$ cat src/rtl/debounce_multi_pkg.sv
// Shared state encoding and width helpers for the multi-channel switch debouncer.
package debounce_multi_pkg;

  typedef enum logic [1:0] {
    STABLE_LO = 2'd0,
    WAIT_HI   = 2'd1,
    STABLE_HI = 2'd2,
    WAIT_LO   = 2'd3
  } db_state_e;

  // Bits needed to hold 0..value-1, never narrower than one bit.
  function automatic int minWidth(input int unsigned value);
    return (value <= 1) ? 1 : $clog2(value);
  endfunction

endpackage

$ cat src/rtl/debounce_ch.sv
// One debounce channel: four-state FSM, tick counter, registered level and edge pulses.
module debounce_ch
  import debounce_multi_pkg::*;
#(
  parameter int N_TICKS = 3
) (
  input  logic clk_i,
  input  logic rst_ni,
  input  logic sw_i,
  input  logic tick_i,
  output logic db_o,
  output logic rise_o,
  output logic fall_o
);

  localparam int CW = minWidth(N_TICKS);
  localparam logic [CW-1:0] CNT_LAST = CW'(N_TICKS - 1);

  db_state_e     r_state;
  db_state_e     w_stateNext;
  logic [CW-1:0] r_cnt;
  logic [CW-1:0] w_cntNext;
  logic          w_dbNext;
  logic          r_db;
  logic          r_rise;
  logic          r_fall;

  always_ff @(posedge clk_i or negedge rst_ni) begin
    if (!rst_ni) begin
      r_state <= STABLE_LO;
      r_cnt   <= '0;
    end else begin
      r_state <= w_stateNext;
      r_cnt   <= w_cntNext;
    end
  end

  // A level reversal is tested before the tick, so it wins when both arrive together.
  always_comb begin
    w_stateNext = r_state;
    w_cntNext   = r_cnt;
    case (r_state)
      STABLE_LO: begin
        if (sw_i) begin
          w_stateNext = WAIT_HI;
          w_cntNext   = '0;
        end
      end
      WAIT_HI: begin
        if (!sw_i) begin
          w_stateNext = STABLE_LO;
        end else if (tick_i) begin
          if (r_cnt == CNT_LAST) begin
            w_stateNext = STABLE_HI;
          end else begin
            w_cntNext = r_cnt + 1'b1;
          end
        end
      end
      STABLE_HI: begin
        if (!sw_i) begin
          w_stateNext = WAIT_LO;
          w_cntNext   = '0;
        end
      end
      WAIT_LO: begin
        if (sw_i) begin
          w_stateNext = STABLE_HI;
        end else if (tick_i) begin
          if (r_cnt == CNT_LAST) begin
            w_stateNext = STABLE_LO;
          end else begin
            w_cntNext = r_cnt + 1'b1;
          end
        end
      end
      default: begin
        w_stateNext = STABLE_LO;
        w_cntNext   = '0;
      end
    endcase
  end

  always_comb begin
    w_dbNext = (r_state == STABLE_HI) || (r_state == WAIT_LO);
  end

  always_ff @(posedge clk_i or negedge rst_ni) begin
    if (!rst_ni) begin
      r_db   <= 1'b0;
      r_rise <= 1'b0;
      r_fall <= 1'b0;
    end else begin
      r_db   <= w_dbNext;
      r_rise <= w_dbNext & ~r_db;
      r_fall <= ~w_dbNext & r_db;
    end
  end

  assign db_o   = r_db;
  assign rise_o = r_rise;
  assign fall_o = r_fall;

endmodule

$ cat src/rtl/debounce_multi.sv
// N-channel switch debouncer sharing one tick generator across all channels.
// Define DEBOUNCE_MULTI_SYNC_EN to add a 2-flop input synchroniser per channel.
module debounce_multi
  import debounce_multi_pkg::*;
#(
  parameter int N_CH     = 4,
  parameter int N_TICKS  = 3,
  parameter int TICK_DIV = 100000
) (
  input  logic            clk_i,
  input  logic            rst_ni,
  input  logic [N_CH-1:0] sw_i,
  output logic [N_CH-1:0] db_o,
  output logic [N_CH-1:0] rise_o,
  output logic [N_CH-1:0] fall_o,
  output logic            tick_o
);

  localparam int DW = minWidth(TICK_DIV);
  localparam logic [DW-1:0] DIV_LAST = DW'(TICK_DIV - 1);

  logic [DW-1:0]   r_div;
  logic            r_tick;
  logic [N_CH-1:0] w_sw;

  // With TICK_DIV == 1 the divider stays at zero and the tick fires every cycle.
  always_ff @(posedge clk_i or negedge rst_ni) begin
    if (!rst_ni) begin
      r_div  <= '0;
      r_tick <= 1'b0;
    end else begin
      r_div  <= (r_div == DIV_LAST) ? '0 : r_div + 1'b1;
      r_tick <= (r_div == DIV_LAST);
    end
  end

`ifdef DEBOUNCE_MULTI_SYNC_EN
  logic [N_CH-1:0] r_sync1;
  logic [N_CH-1:0] r_sync2;

  always_ff @(posedge clk_i or negedge rst_ni) begin
    if (!rst_ni) begin
      r_sync1 <= '0;
      r_sync2 <= '0;
    end else begin
      r_sync1 <= sw_i;
      r_sync2 <= r_sync1;
    end
  end

  assign w_sw = r_sync2;
`else
  assign w_sw = sw_i;
`endif

  for (genvar g = 0; g < N_CH; g++) begin : g_ch
    debounce_ch #(
      .N_TICKS(N_TICKS)
    ) u_ch (
      .clk_i (clk_i),
      .rst_ni(rst_ni),
      .sw_i  (w_sw[g]),
      .tick_i(r_tick),
      .db_o  (db_o[g]),
      .rise_o(rise_o[g]),
      .fall_o(fall_o[g])
    );
  end

  assign tick_o = r_tick;

endmodule

$ cat config.mk
export PLATFORM = sky130hd
export DESIGN_NAME = debounce_multi
export DESIGN_NICKNAME = d
export VERILOG_FILES = /design/src/rtl/debounce_multi_pkg.sv /design/src/rtl/debounce_ch.sv /design/src/rtl/debounce_multi.sv
export SDC_FILE = /design/constraint.sdc
export NUM_CORES = 1
export LEC_CHECK = 0
export BUFFER_PORTS_ARGS = -buffer_cell sky130_fd_sc_hd__buf_2
export CORE_ASPECT_RATIO = 1.25
export CORE_UTILIZATION = 60
export CTS_BUF_LIST = sky130_fd_sc_hd__clkbuf_2 sky130_fd_sc_hd__clkbuf_4 sky130_fd_sc_hd__clkbuf_8
export DETAILED_ROUTE_END_ITERATION = 10
export PLACE_DENSITY_LB_ADDON = 0.2
export SETUP_SLACK_MARGIN = 0.1
export SLEW_MARGIN = 25
export SYNTH_ARGS = -nofsm -noshare
export SYNTH_HDL_FRONTEND = slang
export SYNTH_SLANG_ARGS = --single-unit
export TNS_END_PERCENT = 30
$ cat constraint.sdc
create_clock -name clk_i -period 3.2 [get_ports clk_i]
set_clock_uncertainty 0.05 [all_clocks]
set_input_delay 0.32 -clock clk_i [delete_from_list [all_inputs] [get_ports clk_i]]
set_output_delay 0.32 -clock clk_i [all_outputs]
set_load 0.02 [all_outputs]
# Word level (Yosys, flattened, before mapping)
# Cells that the tools add are included.
# classes
add_sub_neg	5
n_reduce_logical	16
mux	65
n_eq_ne	49
bitwise_logic	16
# op_table
op	n
$mux 2	56
$pmux 2 s4	8
$ne 2x2->1 const B	16
$eq 2x2->1 const B	12
$ne 3x2->1 const B	8
$ne 3x3->1 const B	8
$reduce_and 6->1	4
$add 17x1->17 const B	1
$eq 17x17->1 const B	1
$mux 17	1
$reduce_and 4->1	4
$add 2x1->2 const B	4
$and 1x1->1	8
$eq 2x1->1 const B	4
$logic_not 2->1	4
$not 1->1	8
$logic_or 1x1->1	4
# word_totals
reg_bits	46
output_inout_bits	13
wordCells	173

# Depth between registers and ports, before layout
# logic_depth
depth_word	5
mapped_depth	6
depth_no_buf	6

# Cells and area by module
# Synthesis repeated with hierarchy kept, for this count alone.
# hier_totals
hier_cells	180
area_unflattened_um2	2064.5
# modules_own_cells
module	cells_each	area_each_um2	instances	seq_area_each_um2
debounce_ch	26	310.3	4	175.2
debounce_multi	76	823.3	1	450.4

# Worst setup path after synthesis
# Ideal clock, no wire load.
# synth_path
path_kind	register to register
startpoint	register r_div[5]
endpoint	register r_div[15]
path_buffers	0
stages_incl_launch_ff	5
t_arrival_ns	1.556
setup_slack_ns	1.470
path_cell_list	dfrtp_1 > or4b_4 > nor4b_4 > nand2b_1 > mux2i_1
# synth_between
elab_chain_len	2
# synth_rtl
element	line	rtl
start, declared	debounce_multi.sv:22	logic [DW-1:0] r_div;
start signal, assigned	debounce_multi.sv:32	r_div <= (r_div == DIV_LAST) ? '0 : r_div + 1'b1;
$add 17x1->17 / $eq 17x17->1 (equally long branches)	debounce_multi.sv:32	
$mux 17 (*)	debounce_multi.sv:32	
# Mark *: on every way between the ends. The rest lies on a longest branch, timed or not.
# A chain may end at the register's enable or synchronous reset.

# Final worst setup path
# Ends and elaborated chain as after synthesis.

==> metrics.log <==
[metrics] number of instances in the synthesized netlist: 179
[metrics] final wirelength: 3.20 mm
[metrics] violated checks: negative hold slack
[metrics] max frequency: 525 MHz
[metrics] top flip-flop cell by instance count after synthesis: sky130_fd_sc_hd__dfrtp_1
[metrics] CTS Buffer Depth: 2
[metrics] Hold Vio Cnt, Final: 46
[metrics] post-cts gate resize count: 0
[metrics] core region area: 3250 µm²
[metrics] largest driver fanout on the critical path: 9
[metrics] Syn. warnings: 0
[metrics] cell type with the largest total area after synthesis: sky130_fd_sc_hd__dfrtp_1
[metrics] Post-CTS Setup Inserts: 0
[metrics] initial antenna violation count: 0
[metrics] count of final max-slew check failures: 0
[metrics] unrepaired setup endpoints after global routing: false
[metrics] share of cells above drive strength 1: 0.176
[metrics] Remaining Overflow, GRT: 0
[metrics] clock sink count: 46
[metrics] maximum level of the CTS H-tree: 2
[metrics] transition time at the pin with the least slew margin: 0.550 ns
[metrics] total chip power: 1.09 mW
[metrics] net count after synthesis: 190
[metrics] clock-pin slew reported for the worst setup and hold paths after clock tree synthesis: 0.08 ns
[metrics] pwr dens: 491 nW/µm²
[metrics] Port Buf Inserts: 18
[metrics] register area: 1150 µm²
[metrics] weighted congestion at the end of routability-driven global placement: 0.833
[metrics] worst relative slew slack: 0.633
[metrics] cts bufs inserted: 5
[metrics] sequential share of the synthesized area: 0.555
[metrics] FF+latch count, synth: 46
[metrics] Post-synth EDFFs: 0
[metrics] # Max-Cap Violations: 0
[metrics] router iterations before antenna repair: 2
[metrics] tightest hold margin: -0.0416 ns
[metrics] Routed WL per cell: 14.3 µm
[metrics] multi-input logic area: 800 µm²
[metrics] setup TNS: 0 ns
[metrics] result of the run: complete, but fails checks
[metrics] data required time at the worst endpoint: 3.33 ns
[metrics] R2R Setup Slk: 1.30 ns
[metrics] number of inserted diodes: 0
[metrics] via count of the first global-routing pass: 1299
[metrics] Worst EP arrival: 2.03 ns
[metrics] number of rows in the core area: 23
[metrics] clock insertion delay at the later pin of the skew report: 0.30 ns
[metrics] initial core utilization: 0.638
[metrics] critical path class: reg -> reg
[metrics] Max VDD drop: 0.000377 V
[metrics] asr flop ratio synth: 1.00
[metrics] crit share post-route: 0.595
[metrics] CTS tree: built
[metrics] final critical path time including I/O delays and setup: 1.90 ns
[metrics] sum of net half-perimeters after detailed placement: 2.31 mm
[metrics] leakage power: 1.01 nW
[metrics] most frequent cell after synthesis: sky130_fd_sc_hd__dfrtp_1
[metrics] Cell variety after synth: 34
[metrics] slowest library cell on the worst path: sky130_fd_sc_hd__or4b_4
[metrics] worst stage delay on the critical path: 0.56 ns
[metrics] total track usage: 0.215
[metrics] pin count of the biggest net entering global routing: 47
[metrics] die area: 3700 µm²
[metrics] hold crit path type: in -> async
[metrics] die outline width: 54.6 µm
[metrics] via count: 1273
[metrics] routed length on met3: 98 µm
[metrics] count of antenna-violating nets left after detailed routing: 0
[metrics] M1 WL: 1.25 mm
[metrics] wire length of the first global-routing pass: 5.41 mm
[metrics] Root Buffer Master: sky130_fd_sc_hd__clkbuf_8
[metrics] leading post-synthesis cells by instance count: sky130_fd_sc_hd__dfrtp_1, sky130_fd_sc_hd__nand2_1, sky130_fd_sc_hd__buf_4, sky130_fd_sc_hd__nor2b_1, sky130_fd_sc_hd__xnor2_1
[metrics] Layout area overhead: 6.88%
[metrics] post-detailed-route DRC marker count: 0
[metrics] top cells by area in the synthesized netlist: sky130_fd_sc_hd__dfrtp_1, sky130_fd_sc_hd__xnor2_1, sky130_fd_sc_hd__buf_4
[metrics] Filler Cells Inserted: 244
[metrics] post-synthesis instance area: 2070 µm²
[metrics] top routing layer in use: met4
[metrics] startpoint type of the worst setup path: flop
[metrics] share of the synthesized area in the top cell type: 0.555
[metrics] post-cts hold buffer count: 0
[metrics] per-cell via count in the routed design: 5.68
[metrics] number of setup violations in the final report: 0
[metrics] chain of cells forming the critical path: or4b_4 > nor4b_4 > nand2b_1 > mux2i_1
[metrics] crit end category: flop
[metrics] number of DRC markers in iteration 0: 7
[metrics] Net count, final: 198
[metrics] die height: 67.7 µm
[metrics] Syn Area/Cell: 11.6 µm²
[metrics] number of I/O pins: 19
[metrics] Routed met2 length: 1.77 mm
-- worst paths after layout --
path / endpoint / start / depth (start not counted)
worst max register to register: r_div[15] / r_div[5] / 4
worst max-delay path: r_div[15] / r_div[5] / 4
min in group clk_i: flop / sw_i[1] / 2
worst min-delay path: g_ch[1].u_ch.fall_o / rst_ni / 1
worst min register to register: g_ch[0].u_ch.rise_o / g_ch[0].u_ch.db_o / 1
max in group asynchronous: r_div[5] / rst_ni / 1
-- final cells by class --
| cell class | count | area share |
|---|---|---|
| clock buffers | 6 | 0.0372 |
| clock inverters | 1 | 0.0135 |
| inverters | 4 | 0.00677 |
| multi-input cells | 112 | 0.361 |
| flip-flops and latches | 46 | 0.519 |
| well taps | 37 | 0.0209 |
| repair buffers | 18 | 0.0418 |
-- sequential cells by signal, summed over array words and instances, names as in the netlist, named ones only --
name	count
g_ch.u_ch.fall_o	4
g_ch.u_ch.r_cnt	8
tick_o	1
g_ch.u_ch.db_o	4
r_div	17
g_ch.u_ch.rise_o	4
g_ch.u_ch.r_state	4
-- routing by layer --
| layer | GRT usage | vias to the layer above |
|---|---|---|
| met2 | 0.384 | 15 |
| met5 | 0 | - |
| li1 | - | 618 |
| met4 | 0.112 | 0 |
| met1 | 0.207 | 632 |
| met3 | 0.0743 | 8 |
-- worst max-delay path: cells and delay by family, from the launching register on --
kind             cells  cell delay (ns)
AND/OR/NAND/NOR      3             1.24
flip-flops           1             0.43
multiplexers         1             0.07
-- cells by family after synthesis --
group | synth area share
simple gates | 0.186
flops | 0.555
mux | 0.0265
compound gates | 0.0790
xor+xnor | 0.0633
fa+ha+maj | 0.0302
buf+inv | 0.0597
-- placed cells by master (no fill, tap or decap), types with 6 or more instances in the layout --
cell and n:
sky130_fd_sc_hd__dfrtp_1 46, sky130_fd_sc_hd__nor2b_1 12, sky130_fd_sc_hd__xnor2_1 12, sky130_fd_sc_hd__nand3_1 7, sky130_fd_sc_hd__buf_2 17, sky130_fd_sc_hd__clkbuf_8 6, sky130_fd_sc_hd__a22o_1 7, sky130_fd_sc_hd__nand2_1 14
-- metrics by stage --
stage,util,instance area [µm²],setup slack [ns],std cells
2_1_floorplan,-,2070,1.47,179
3_3_place_gp,0.646,2100,1.38,217
3_5_place_dp,0.646,2100,1.30,217
4_1_cts,0.681,2210,1.29,224
5_1_grt,0.682,2220,1.14,224
6_report,0.682,2220,1.30,224
-- power breakdown --
part	internal, mW	total [mW]	switching, mW
logic	0.0175	0.0524	0.0349
registers	0.596	0.607	0.0113
clock network	0.250	0.430	0.180
total	0.863	1.09	0.226
(Power assumes the default switching activity.)
